File: src/rtl/ext_reset_pkg.sv
// Shared types and constants for the external reset requester.
package ext_reset_pkg;

  typedef enum logic [2:0] {
    IDLE,
    ASSERT,
    WAIT_LOW,
    WAIT_HIGH,
    HOLDOFF
  } state_t;

  localparam logic [1:0] CAUSE_NONE = 2'b00;
  localparam logic [1:0] CAUSE_SW   = 2'b01;
  localparam logic [1:0] CAUSE_WDOG = 2'b10;
  localparam logic [1:0] CAUSE_BOTH = 2'b11;

  localparam logic [7:0] RST_COUNT_MAX = 8'd255;

  function automatic int max3(input int a, input int b, input int c);
    int m;
    m = (a > b) ? a : b;
    return (m > c) ? m : c;
  endfunction

endpackage

File: src/rtl/ext_reset_requester_sync_2ff.sv
// Single-bit two-flop synchronizer, synchronous active-high reset to 0.
module sync_2ff (
  input  logic i_clk,
  input  logic i_rst,
  input  logic i_d,
  output logic o_q
);

  logic r_meta;
  logic r_q;

  always_ff @(posedge i_clk) begin
    if (i_rst) begin
      r_meta <= 1'b0;
      r_q    <= 1'b0;
    end else begin
      r_meta <= i_d;
      r_q    <= r_meta;
    end
  end

  assign o_q = r_q;

endmodule

File: src/rtl/ext_reset_requester.sv
// Drives a minimum-width EXT_RST_N pulse and confirms the reset controller handshake.
// Optional watchdog request source enabled by defining EXT_RST_WATCHDOG_EN.
module ext_reset_requester
  import ext_reset_pkg::*;
#(
  parameter int PULSE_CYCLES   = 16,
  parameter int TIMEOUT_CYCLES = 4096,
  parameter int HOLDOFF_CYCLES = 64,
  parameter int WDOG_CYCLES    = 1048576
) (
  input  logic       CLK,
  input  logic       RST,
  input  logic       SW_RST_REQ,
  input  logic       WDOG_KICK,
  input  logic       FABRIC_RESET_N,
  input  logic       PLL_LOCK,
  output logic       EXT_RST_N,
  output logic       BUSY,
  output logic       DONE,
  output logic       TIMEOUT_ERR,
  output logic [1:0] RST_CAUSE,
  output logic [7:0] RST_COUNT
);

  localparam int CNT_MAX = max3(PULSE_CYCLES, TIMEOUT_CYCLES, HOLDOFF_CYCLES);
  localparam int CW      = (CNT_MAX > 1) ? $clog2(CNT_MAX) : 1;
  localparam logic [CW-1:0] PULSE_LAST = CW'(PULSE_CYCLES - 1);
  localparam logic [CW-1:0] TMO_LAST   = CW'(TIMEOUT_CYCLES - 1);
  localparam logic [CW-1:0] HOLD_LAST  = CW'(HOLDOFF_CYCLES - 1);

  state_t          r_state;
  logic [CW-1:0]   r_cnt;
  logic            r_ext_rst_n;
  logic            r_busy;
  logic            r_done;
  logic            r_timeout_err;
  logic [1:0]      r_cause;
  logic [7:0]      r_count;

  logic w_fab_s;
  logic w_pll_s;
  logic w_wdog_exp;
  logic w_req;
  logic w_wl_adv;
  logic w_wh_adv;
  logic w_tmo;
  logic w_to_hold;

  sync_2ff u_sync_fab (.i_clk(CLK), .i_rst(RST), .i_d(FABRIC_RESET_N), .o_q(w_fab_s));
  sync_2ff u_sync_pll (.i_clk(CLK), .i_rst(RST), .i_d(PLL_LOCK),       .o_q(w_pll_s));

`ifdef EXT_RST_WATCHDOG_EN
  localparam int WW = $clog2(WDOG_CYCLES + 1);
  localparam logic [WW-1:0] WDOG_LOAD = WW'(WDOG_CYCLES - 1);

  logic [WW-1:0] r_wdog;

  // A kick in the expiry cycle reloads and suppresses the request.
  assign w_wdog_exp = (r_state == IDLE) && (r_wdog == '0) && !WDOG_KICK;

  // r_done marks the first HOLDOFF cycle; the counter is frozen until then anyway.
  always_ff @(posedge CLK) begin
    if (RST)
      r_wdog <= WDOG_LOAD;
    else if (WDOG_KICK || r_done)
      r_wdog <= WDOG_LOAD;
    else if ((r_state == IDLE) && (r_wdog != '0))
      r_wdog <= r_wdog - 1'b1;
  end
`else
  logic w_unused_wdog;
  assign w_unused_wdog = WDOG_KICK | (WDOG_CYCLES == 0);
  assign w_wdog_exp    = 1'b0;
`endif

  assign w_req     = SW_RST_REQ | w_wdog_exp;
  assign w_wl_adv  = (r_state == WAIT_LOW)  && !w_fab_s;
  assign w_wh_adv  = (r_state == WAIT_HIGH) && w_fab_s && w_pll_s;
  assign w_tmo     = ((r_state == WAIT_LOW) || (r_state == WAIT_HIGH)) &&
                     (r_cnt == TMO_LAST) && !w_wl_adv && !w_wh_adv;
  assign w_to_hold = w_wh_adv | w_tmo;

  always_ff @(posedge CLK) begin
    if (RST) begin
      r_state       <= IDLE;
      r_cnt         <= '0;
      r_ext_rst_n   <= 1'b1;
      r_busy        <= 1'b0;
      r_done        <= 1'b0;
      r_timeout_err <= 1'b0;
      r_cause       <= CAUSE_NONE;
      r_count       <= '0;
    end else begin
      r_done <= 1'b0;
      case (r_state)
        IDLE: begin
          if (w_req) begin
            r_cause     <= {w_wdog_exp, SW_RST_REQ};
            r_state     <= ASSERT;
            r_ext_rst_n <= 1'b0;
            r_busy      <= 1'b1;
            r_cnt       <= '0;
          end
        end
        ASSERT: begin
          if (r_cnt == PULSE_LAST) begin
            r_state     <= WAIT_LOW;
            r_ext_rst_n <= 1'b1;
            r_cnt       <= '0;
          end else begin
            r_cnt <= r_cnt + 1'b1;
          end
        end
        WAIT_LOW, WAIT_HIGH: begin
          if (w_wl_adv) begin
            r_state <= WAIT_HIGH;
            r_cnt   <= '0;
          end else if (!w_to_hold) begin
            r_cnt <= r_cnt + 1'b1;
          end
        end
        HOLDOFF: begin
          if (r_cnt == HOLD_LAST) begin
            r_state <= IDLE;
            r_busy  <= 1'b0;
            r_cnt   <= '0;
          end else begin
            r_cnt <= r_cnt + 1'b1;
          end
        end
        default: begin
          r_state     <= IDLE;
          r_busy      <= 1'b0;
          r_ext_rst_n <= 1'b1;
          r_cnt       <= '0;
        end
      endcase

      // Both WAIT exits into HOLDOFF share the completion bookkeeping.
      if (w_to_hold) begin
        r_state <= HOLDOFF;
        r_cnt   <= '0;
        r_done  <= 1'b1;
        if (w_tmo)
          r_timeout_err <= 1'b1;
        if (r_count != RST_COUNT_MAX)
          r_count <= r_count + 1'b1;
      end
    end
  end

  assign EXT_RST_N   = r_ext_rst_n;
  assign BUSY        = r_busy;
  assign DONE        = r_done;
  assign TIMEOUT_ERR = r_timeout_err;
  assign RST_CAUSE   = r_cause;
  assign RST_COUNT   = r_count;

endmodule
File: config.mk
export PLATFORM = sky130hd
export DESIGN_NAME = ext_reset_requester
export DESIGN_NICKNAME = d
export VERILOG_FILES = /design/src/rtl/ext_reset_pkg.sv /design/src/rtl/ext_reset_requester_sync_2ff.sv /design/src/rtl/ext_reset_requester.sv
export SDC_FILE = /design/constraint.sdc
export NUM_CORES = 1
export LEC_CHECK = 0
export ABC_AREA = 1
export ABC_CLOCK_PERIOD_IN_PS = 2800
export CAP_MARGIN = 5
export CORE_MARGIN = 1.5
export CORE_UTILIZATION = 45
export CTS_CLUSTER_SIZE = 12
export DETAILED_ROUTE_END_ITERATION = 10
export HOLD_SLACK_MARGIN = 0.15
export PLACE_DENSITY = 0.67
export SYNTH_ARGS = -nofsm -noshare
export SYNTH_HDL_FRONTEND = slang
export SYNTH_HIERARCHICAL = 1
export SYNTH_SLANG_ARGS = --single-unit
File: constraint.sdc
create_clock -name CLK -period 2.8 [get_ports CLK]
set_input_delay 0.56 -clock CLK [delete_from_list [all_inputs] [get_ports CLK]]
set_output_delay 0.56 -clock CLK [all_outputs]
set_load 0.005 [all_outputs]
==> results of run 1 <==
## metal layers
layer  up-vias  global-route usage  share of wire
li1        788                   -              -
met1       633               0.230           0.52
met2        21               0.272           0.42
met3         7              0.0581          0.035
met4         0              0.0734          0.020
met5         -                   0              0
## cell usage after synthesis
cell type / count / share of area
sky130_fd_sc_hd__nand3b_1: 1 / 0.0045
sky130_fd_sc_hd__nand3_1: 18 / 0.054
sky130_fd_sc_hd__clkbuf_1: 1 / 0.0022
sky130_fd_sc_hd__inv_1: 30 / 0.067
sky130_fd_sc_hd__nand2_2: 3 / 0.011
sky130_fd_sc_hd__nor2_1: 35 / 0.079
sky130_fd_sc_hd__dfxtp_1: 32 / 0.38
sky130_fd_sc_hd__inv_2: 3 / 0.0067
sky130_fd_sc_hd__nor2_4: 3 / 0.020
sky130_fd_sc_hd__nor3_4: 1 / 0.0097
sky130_fd_sc_hd__buf_12: 1 / 0.012
sky130_fd_sc_hd__ha_1: 2 / 0.015
sky130_fd_sc_hd__nand3_2: 4 / 0.024
sky130_fd_sc_hd__nor2_2: 3 / 0.011
sky130_fd_sc_hd__nand2_1: 59 / 0.13
sky130_fd_sc_hd__nor3_2: 1 / 0.0060
sky130_fd_sc_hd__conb_1: 1 / 0.0022
sky130_fd_sc_hd__a21oi_1: 14 / 0.042
sky130_fd_sc_hd__xor2_1: 4 / 0.021
sky130_fd_sc_hd__nor3_1: 2 / 0.0060
sky130_fd_sc_hd__a21oi_2: 1 / 0.0052
sky130_fd_sc_hd__nand2_4: 3 / 0.020
sky130_fd_sc_hd__o21ai_2: 1 / 0.0052
sky130_fd_sc_hd__o22ai_1: 1 / 0.0037
sky130_fd_sc_hd__o21ai_0: 1 / 0.0030
sky130_fd_sc_hd__nand4_1: 6 / 0.022
sky130_fd_sc_hd__xnor2_1: 4 / 0.021
sky130_fd_sc_hd__o211ai_1: 1 / 0.0045
sky130_fd_sc_hd__buf_4: 1 / 0.0045
## through the flow
stage          total power [mW]  utilization  hold slack, ps  worst slack, ps  std cells
2_1_floorplan             0.773            -             388             1440        237
3_3_place_gp              0.860        0.545             389              979        298
3_5_place_dp              0.862        0.545             392              963        298
4_1_cts                    1.23        0.571             402              968        306
5_1_grt                    1.30        0.571             415              905        306
6_report                   1.22        0.571             400              974        306
## worst reg2reg max path: stages (launching register included)
cell	delay [ps]
sky130_fd_sc_hd__dfxtp_1	400
sky130_fd_sc_hd__ha_1	230
sky130_fd_sc_hd__nand2_1	110
sky130_fd_sc_hd__nor2_4	160
sky130_fd_sc_hd__nand3_2	200
sky130_fd_sc_hd__nand2_2	220
sky130_fd_sc_hd__nand2_1	70
sky130_fd_sc_hd__a21oi_1	130
## how the worst max path moves through the flow
stage	slack (ps)	from	end	depth (start not counted)
CTS	970	RST_COUNT[3]	RST_COUNT[3]	1
floorplan	1440	RST_COUNT[0]	RST_COUNT[3]	7
global route	900	RST_COUNT[3]	RST_COUNT[3]	1
global placement	980	SW_RST_REQ	r_cnt[5]	8
detailed placement	960	SW_RST_REQ	r_cnt[8]	8
finish	970	RST_COUNT[3]	RST_COUNT[3]	1
## area by class of cell
type,instances,area [um2],share of cell area
Clock buffer,6,82.6,0.0420
Clock inverter,2,10.0,0.00509
Inverter,33,124,0.0630
Multi-Input combinational cell,169,875,0.445
Sequential cell,32,641,0.326
Tap cell,46,57.6,0.0293
Timing Repair Buffer,18,178,0.0903
## sequential cells by signal (all words and copies together) (netlist names)
register and flops:
BUSY 1, DONE 1, EXT_RST_N 1, RST_CAUSE 1
RST_COUNT 8, TIMEOUT_ERR 1, r_cnt 12, r_state 3
u_sync_fab/o_q 1, u_sync_fab/r_meta 1, u_sync_pll/o_q 1, u_sync_pll/r_meta 1
## where the power goes
part	switching, mW	internal [mW]
registers	0.0256	0.496
clock network	0.170	0.196
logic	0.210	0.119
## kinds of logic after synthesis
| kind of cell | share of synthesized area |
|---|---|
| buf+inv | 0.0929 |
| compound gates | 0.0637 |
| flops | 0.384 |
| other cells | 0.00225 |
| simple gates | 0.401 |
| fa+ha+maj | 0.0150 |
| xor+xnor | 0.0419 |
==> metrics, run 1 <==
largest buffer count on any clock path=2; Mapped Nets=245; leakage=0.833 nW; global placement routability congestion=0.813; peak supply drop=0.384 mV; count of H-tree levels built during CTS=2; final routed DRC violation total=0; launch instance of the worst register-to-register path=RST_COUNT[0]; Yosys warning total=6; area of the die=0.00409 mm2; # diodes=0; effective utilization at floorplan=0.485; P per Cell Area=618 mW/mm2; number of CTS-inserted buffers=5; Top-Level Pins=20; Critical Path Fanout Max=6; first-iteration detailed-routing DRC count=60; via count of the first global-routing pass=1323; DRT Pass-1 Iters=4; kind of launch point of the worst setup path=register; #FFs+latches synth=32; total global routing track utilization=0.178; worst clock skew=8.08 ps; fraction of layout instances using a drive strength above 1=0.123; fmax=548 MHz; Final Critical Period=1830 ps; sum of routed wire length over all layers=3170 um; post_cts resized=0; global-route wire length before repair=5680 um; post-synthesis average cell area=7.05 um2; delay of the slowest cell on the worst path=540 ps; period utilization=0.652; routed vias/inst=4.74; final hold violations=0; most common cell after layout, fill and taps aside=sky130_fd_sc_hd__nand2_1; cell family contributing the most delay on the critical path=buffers and inverters; CP Data Required Time=2240 ps; count of maximum capacitance violations=0; maximum number of pins on one net before global-route repair=13; Unique masters post-synth=29; aggregate negative setup slack=0 ps; cell area after placement=0.00187 mm2; Worst Reg-to-Reg Cells=7; arrival time at the worst endpoint=1270 ps; final setup vio count=0; clk_lat worst skew=290 ps; horizontal die dimension=63.9 um; # fillers=330; hold worst-path end=u_sync_pll/o_q; final number of max-transition violations=0; Crit Path Class=reg -> out; number of antenna violations at the first check in global routing=0; worst hold path class=reg -> reg; outcome=finished clean; CTS Hold Buffers Added=0; Cells after Synth=237; number of buffer and inverter instances along the worst setup path=1; antenna viol nets, final=0; Cell Area, Synth=0.00167 mm2; placeable core region=0.00344 mm2; die height=63.9 um; post-CTS setup-driven buffer insertion count=0; source of the worst hold timing path=u_sync_pll/r_meta; routed length per placed instance=10.4 um; Critical Path Slowest Stage Cell=sky130_fd_sc_hd__clkdlybuf4s50_1; remaining global-route overflow=0; clock sinks=32; number of buffer cells added on primary ports=17; clock transition at the registers of the reported paths=70 ps; clock tree from TritonCTS=yes; Layout area overhead=17.8%; highest-count cells in the layout ignoring fill and taps=59 x sky130_fd_sc_hd__nand2_1, 35 x sky130_fd_sc_hd__nor2_1, 32 x sky130_fd_sc_hd__dfxtp_1; post-detail-place hpwl=2390 um; sequential cell area fraction in the yosys report=0.384; hold path cells=2; number of placement rows=21; Worst R2R Setup Slack=1220 ps; detailed-route via count=1449; nets=267; terminus of the critical flop-to-flop path=RST_COUNT[2]; unrepaired setup endpoints after global routing=no; post-route cell area=0.00197 mm2; Root Buffer Master=sky130_fd_sc_hd__clkbuf_8; crit-path cells=clkdlybuf4s50_1; crit end category=output port
(Power assumes the default switching activity.)
==> run 2, diff against run 1 <==
--- a/config.mk
+++ b/config.mk
@@ -6,7 +6,7 @@
 export NUM_CORES = 1
 export LEC_CHECK = 0
 export ABC_AREA = 1
-export ABC_CLOCK_PERIOD_IN_PS = 2800
+export ABC_CLOCK_PERIOD_IN_PS = 1900
 export CAP_MARGIN = 5
 export CORE_MARGIN = 1.5
 export CORE_UTILIZATION = 45
==> constraint.sdc (replaced) <==
create_clock -name CLK -period 1.9 [get_ports CLK]
set_input_delay 0.38 -clock CLK [delete_from_list [all_inputs] [get_ports CLK]]
set_output_delay 0.38 -clock CLK [all_outputs]
set_load 0.005 [all_outputs]
==> run 2 against run 1 <==
  * Clock power up 43%
  * Core utilization down 0.15 points
  * Sequential power up 47%
  * Combinational power up 47%
  * Final area down 0.25%
  * First-iteration DRC count down 15%
  * Largest power group unchanged
  * Worst hold slack better by 2.3 ps
  * Die area unchanged
  * Final cell count unchanged
  * Clock skew up 2.6 ps
  * Register-to-register slack worse by 910 ps
==> metrics, run 2 (synthesis gave the netlist of run 1 again) <==
DRT Pass-1 Iters=4; leakage=0.830 nW; post-CTS setup-driven buffer insertion count=0; Most flops, register=r_cnt; effective utilization at floorplan=0.485; Worst Reg-to-Reg Cells=7; max FFs per register=12; unrepaired setup endpoints after global routing=no; fraction of layout instances using a drive strength above 1=0.123; count of H-tree levels built during CTS=2; Critical Path Fanout Max=6; area of combinational cells with multiple inputs=875 um2; Worst R2R Setup Slack=310 ps; first-iteration detailed-routing DRC count=51; post-detail-place hpwl=2300 um; final setup slack of the worst path=252 ps; number of CTS-inserted buffers=5; Root Buffer Master=sky130_fd_sc_hd__clkbuf_8; Final Critical Period=1650 ps; die height=63.9 um; area of the die=0.00409 mm2; Critical Path Stages=1; highest-count cells in the layout ignoring fill and taps=59 x sky130_fd_sc_hd__nand2_1, 35 x sky130_fd_sc_hd__nor2_1, 32 x sky130_fd_sc_hd__dfxtp_1; crit-path cells=clkdlybuf4s50_1; delay of the slowest cell on the worst path=540 ps; remaining global-route overflow=0; Critical Path Slowest Stage Cell=sky130_fd_sc_hd__clkdlybuf4s50_1; worst slack after detailed placement=256 ps; fin util=0.570; period utilization=0.867; number of buffer cells added on primary ports=17; antenna viol nets, final=0; Top-Level Pins=20; horizontal die dimension=63.9 um; Crit Path Class=reg -> out; Layout area overhead=17.5%; cell family contributing the most delay on the critical path=buffers and inverters; number of placement rows=21; CTS Hold Buffers Added=0; # fillers=356; post_cts resized=0; # diodes=0; global-route wire length before repair=5340 um; clock sinks=32; kind of launch point of the worst setup path=register; clock transition at the registers of the reported paths=70 ps; most common cell after layout, fill and taps aside=sky130_fd_sc_hd__nand2_1; largest buffer count on any clock path=2; final hold violations=0; total global routing track utilization=0.166; number of buffer and inverter instances along the worst setup path=1; arrival time at the worst endpoint=1270 ps; fmax=607 MHz; worst hold path class=reg -> reg; crit end category=output port; placeable core region=0.00344 mm2; via count of the first global-routing pass=1242; peak supply drop=0.638 mV; number of antenna violations at the first check in global routing=0; worst clock skew=10.7 ps; outcome=finished clean; final setup vio count=0; area taken by flip-flops and latches=641 um2; nets=267; CP Data Required Time=1520 ps; aggregate negative setup slack=0 ps; clk_lat worst skew=290 ps; final number of max-transition violations=0; sum of routed wire length over all layers=3130 um; clock tree from TritonCTS=yes; detailed-route via count=1423; routed length per placed instance=10.2 um; routed vias/inst=4.65; global placement routability congestion=0.813; maximum number of pins on one net before global-route repair=13; P per Cell Area=903 mW/mm2; hold path cells=2; final routed DRC violation total=0; count of maximum capacitance violations=0
run 2: changes by cell type in the layout (fill, tap and decap cells not counted):
cell / previous run / this run
sky130_fd_sc_hd__clkbuf_8: 6 / 5
sky130_fd_sc_hd__clkinv_4: 0 / 1
run 2: final timing paths:
check	from	endpoint
hold reg to reg	u_sync_pll/r_meta	u_sync_pll/o_q
hold / removal	u_sync_pll/r_meta	u_sync_pll/o_q
setup / recovery	RST_COUNT[2]	RST_COUNT[2]
setup reg to reg	RST_COUNT[0]	RST_COUNT[2]
run 2: per-layer routing:
| layer | wire length [um] | global-route usage | up-vias | part of all wire |
|---|---|---|---|---|
| li1 | - | - | 788 | - |
| met1 | 1700 | 0.221 | 609 | 0.54 |
| met2 | 1260 | 0.245 | 20 | 0.40 |
| met3 | 116 | 0.0493 | 6 | 0.037 |
| met4 | 54 | 0.0815 | 0 | 0.017 |
| met5 | 0 | 0 | - | 0 |
run 2: stage by stage:
stage / cells / power [mW] / hold WS (ps) / cell area [um2]
global route: 306 / 1.89 / 412 / 1960
finish: 306 / 1.77 / 402 / 1960
CTS: 306 / 1.79 / 404 / 1960
detailed placement: 298 / 1.26 / 394 / 1870
global placement: 298 / 1.27 / 389 / 1870
floorplan: 237 / 1.14 / 388 / 1670
run 2: area by class of cell:
| cell class | count | area share |
|---|---|---|
| Sequential cell | 32 | 0.327 |
| Clock inverter | 3 | 0.00957 |
| Timing Repair Buffer | 18 | 0.0906 |
| Multi-Input combinational cell | 169 | 0.446 |
| Clock buffer | 5 | 0.0351 |
| Tap cell | 46 | 0.0293 |
| Inverter | 33 | 0.0631 |
run 2: tightest hold or removal path, delay by kind of cell, from the launching register on:
family / cells / cell delay, ps
buffers and inverters: 1 / 40
flip-flops: 1 / 300
AND/OR/NAND/NOR: 1 / 30
run 2: report_power, final:
part,internal (mW),switching (mW)
clock network,0.255,0.268
registers,0.730,0.0368
logic,0.175,0.308
total,1.16,0.612
==> run 3, diff against run 2 <==
--- a/config.mk
+++ b/config.mk
@@ -9,11 +9,11 @@
 export ABC_CLOCK_PERIOD_IN_PS = 1900
 export CAP_MARGIN = 5
 export CORE_MARGIN = 1.5
-export CORE_UTILIZATION = 45
+export CORE_UTILIZATION = 55
 export CTS_CLUSTER_SIZE = 12
 export DETAILED_ROUTE_END_ITERATION = 10
 export HOLD_SLACK_MARGIN = 0.15
-export PLACE_DENSITY = 0.67
+export PLACE_DENSITY = 0.79
 export SYNTH_ARGS = -nofsm -noshare
 export SYNTH_HDL_FRONTEND = slang
 export SYNTH_HIERARCHICAL = 1
==> run 3 against run 2 <==
  * Clock skew grew 5.7 ps
  * Register-to-register slack got worse by 20 ps
  * Die area decreased by 17%
  * Sequential power hardly changed
  * Final cell count shrank 5.2%
  * Global-route usage increased by 4.3 points
  * Critical path depth did not move
  * Largest cell class unchanged
  * Total power down 4.6%
  * Sequential cell count did not move
  * Final area fell by 2.1%
  * Via count grew 2.7%
  * Sequential share of layout area rose by 0.70 points
==> metrics, run 3 (synthesis gave the netlist of run 1 again) <==
Most flops, register=r_cnt; number of buffer and inverter instances along the worst setup path=1; horizontal die dimension=58.1 um; routed length per placed instance=10.7 um; Worst R2R Setup Slack=290 ps; P per Cell Area=880 mW/mm2; global placement routability congestion=0.917; number of CTS-inserted buffers=5; worst hold slack after final layout=406 ps; final routed DRC violation total=0; aggregate negative setup slack=0 ps; final setup slack of the worst path=194 ps; global-route wire length before repair=5310 um; count of maximum capacitance violations=0; number of placement rows=19; sum of routed wire length over all layers=3120 um; final number of max-transition violations=0; nets=267; CTS Hold Buffers Added=0; cell family contributing the most delay on the critical path=buffers and inverters; clock sinks=32; fraction of layout instances using a drive strength above 1=0.120; final hold violations=0; fmax=586 MHz; first-iteration detailed-routing DRC count=87; crit end category=output port; count of placed standard cells including taps=283; delay of the slowest cell on the worst path=540 ps; placeable core region=0.00283 mm2; DRT Pass-1 Iters=6; cell area after placement=0.00186 mm2; Tot Pwr=1.69 mW; count of H-tree levels built during CTS=2; # fillers=239; arrival time at the worst endpoint=1330 ps; maximum number of pins on one net before global-route repair=16; Crit Path Class=reg -> out; Critical Path Slowest Stage Cell=sky130_fd_sc_hd__clkdlybuf4s50_1; post_cts resized=0; largest buffer count on any clock path=2; area taken by flip-flops and latches=641 um2; unrepaired setup endpoints after global routing=no; total global routing track utilization=0.210; fin util=0.679; remaining global-route overflow=0; kind of launch point of the worst setup path=register; # diodes=0; most common cell after layout, fill and taps aside=sky130_fd_sc_hd__nand2_1; final setup vio count=0; crit-path cells=clkdlybuf4s50_1; effective utilization at floorplan=0.590; antenna viol nets, final=0; area of the die=0.00338 mm2; number of antenna violations at the first check in global routing=0; die height=58.1 um; outcome=finished clean; clk_lat worst skew=340 ps; detailed-route via count=1462; routed vias/inst=5.04; number of buffer cells added on primary ports=17; area of combinational cells with multiple inputs=875 um2; clock transition at the registers of the reported paths=100 ps; Final Critical Period=1710 ps; via count of the first global-routing pass=1281; post-detail-place hpwl=2340 um; worst hold path class=reg -> reg; Layout area overhead=15.0%; period utilization=0.898; post-CTS setup-driven buffer insertion count=0; count of placed standard cells in the final layout, fillers left out=290; max FFs per register=12; Root Buffer Master=sky130_fd_sc_hd__clkbuf_4; post-route cell area=0.00192 mm2; leakage=0.820 nW; clock tree from TritonCTS=yes; worst clock skew=16.3 ps; Top-Level Pins=20; peak supply drop=0.699 mV; highest-count cells in the layout ignoring fill and taps=59 x sky130_fd_sc_hd__nand2_1, 35 x sky130_fd_sc_hd__nor2_1, 32 x sky130_fd_sc_hd__dfxtp_1; CP Data Required Time=1520 ps; Critical Path Fanout Max=6; worst slack after detailed placement=242 ps
[run 3: layout make-up]
type,count,share of cell area
clock buffers,7,0.0339
inverters,33,0.0645
flip-flops and latches,32,0.334
well taps,31,0.0202
repair buffers,18,0.0925
multi-input cells,169,0.455
[run 3: path summary, 6_finish.rpt]
path,from,cells past startpoint,endpoint
hold reg to reg,u_sync_fab/r_meta,2,u_sync_fab/o_q
hold / removal,u_sync_fab/r_meta,2,u_sync_fab/o_q
setup / recovery,RST_COUNT[3],1,RST_COUNT[3]
setup reg to reg,r_cnt[0],8,r_cnt[5]
[run 3: worst min-delay path: stages (launching register included)]
cell and delay [ps]:
sky130_fd_sc_hd__dfxtp_1 300, sky130_fd_sc_hd__inv_1 40, sky130_fd_sc_hd__nor2_1 30
[run 3: where the power goes]
part / internal [mW] / switching, mW / total (mW) / leakage, nW
logic: 0.175 / 0.311 / 0.486 / 0.522
clock network: 0.210 / 0.226 / 0.435 / 0.0374
registers: 0.729 / 0.0395 / 0.769 / 0.260
[run 3: layer usage]
layer  track usage  vias to the layer above  wire [um]
met5             0                        -          0
met4        0.0797                        0         51
met3        0.0804                        5        165
met2         0.336                       31       1430
met1         0.255                      637       1470
li1              -                      789          -
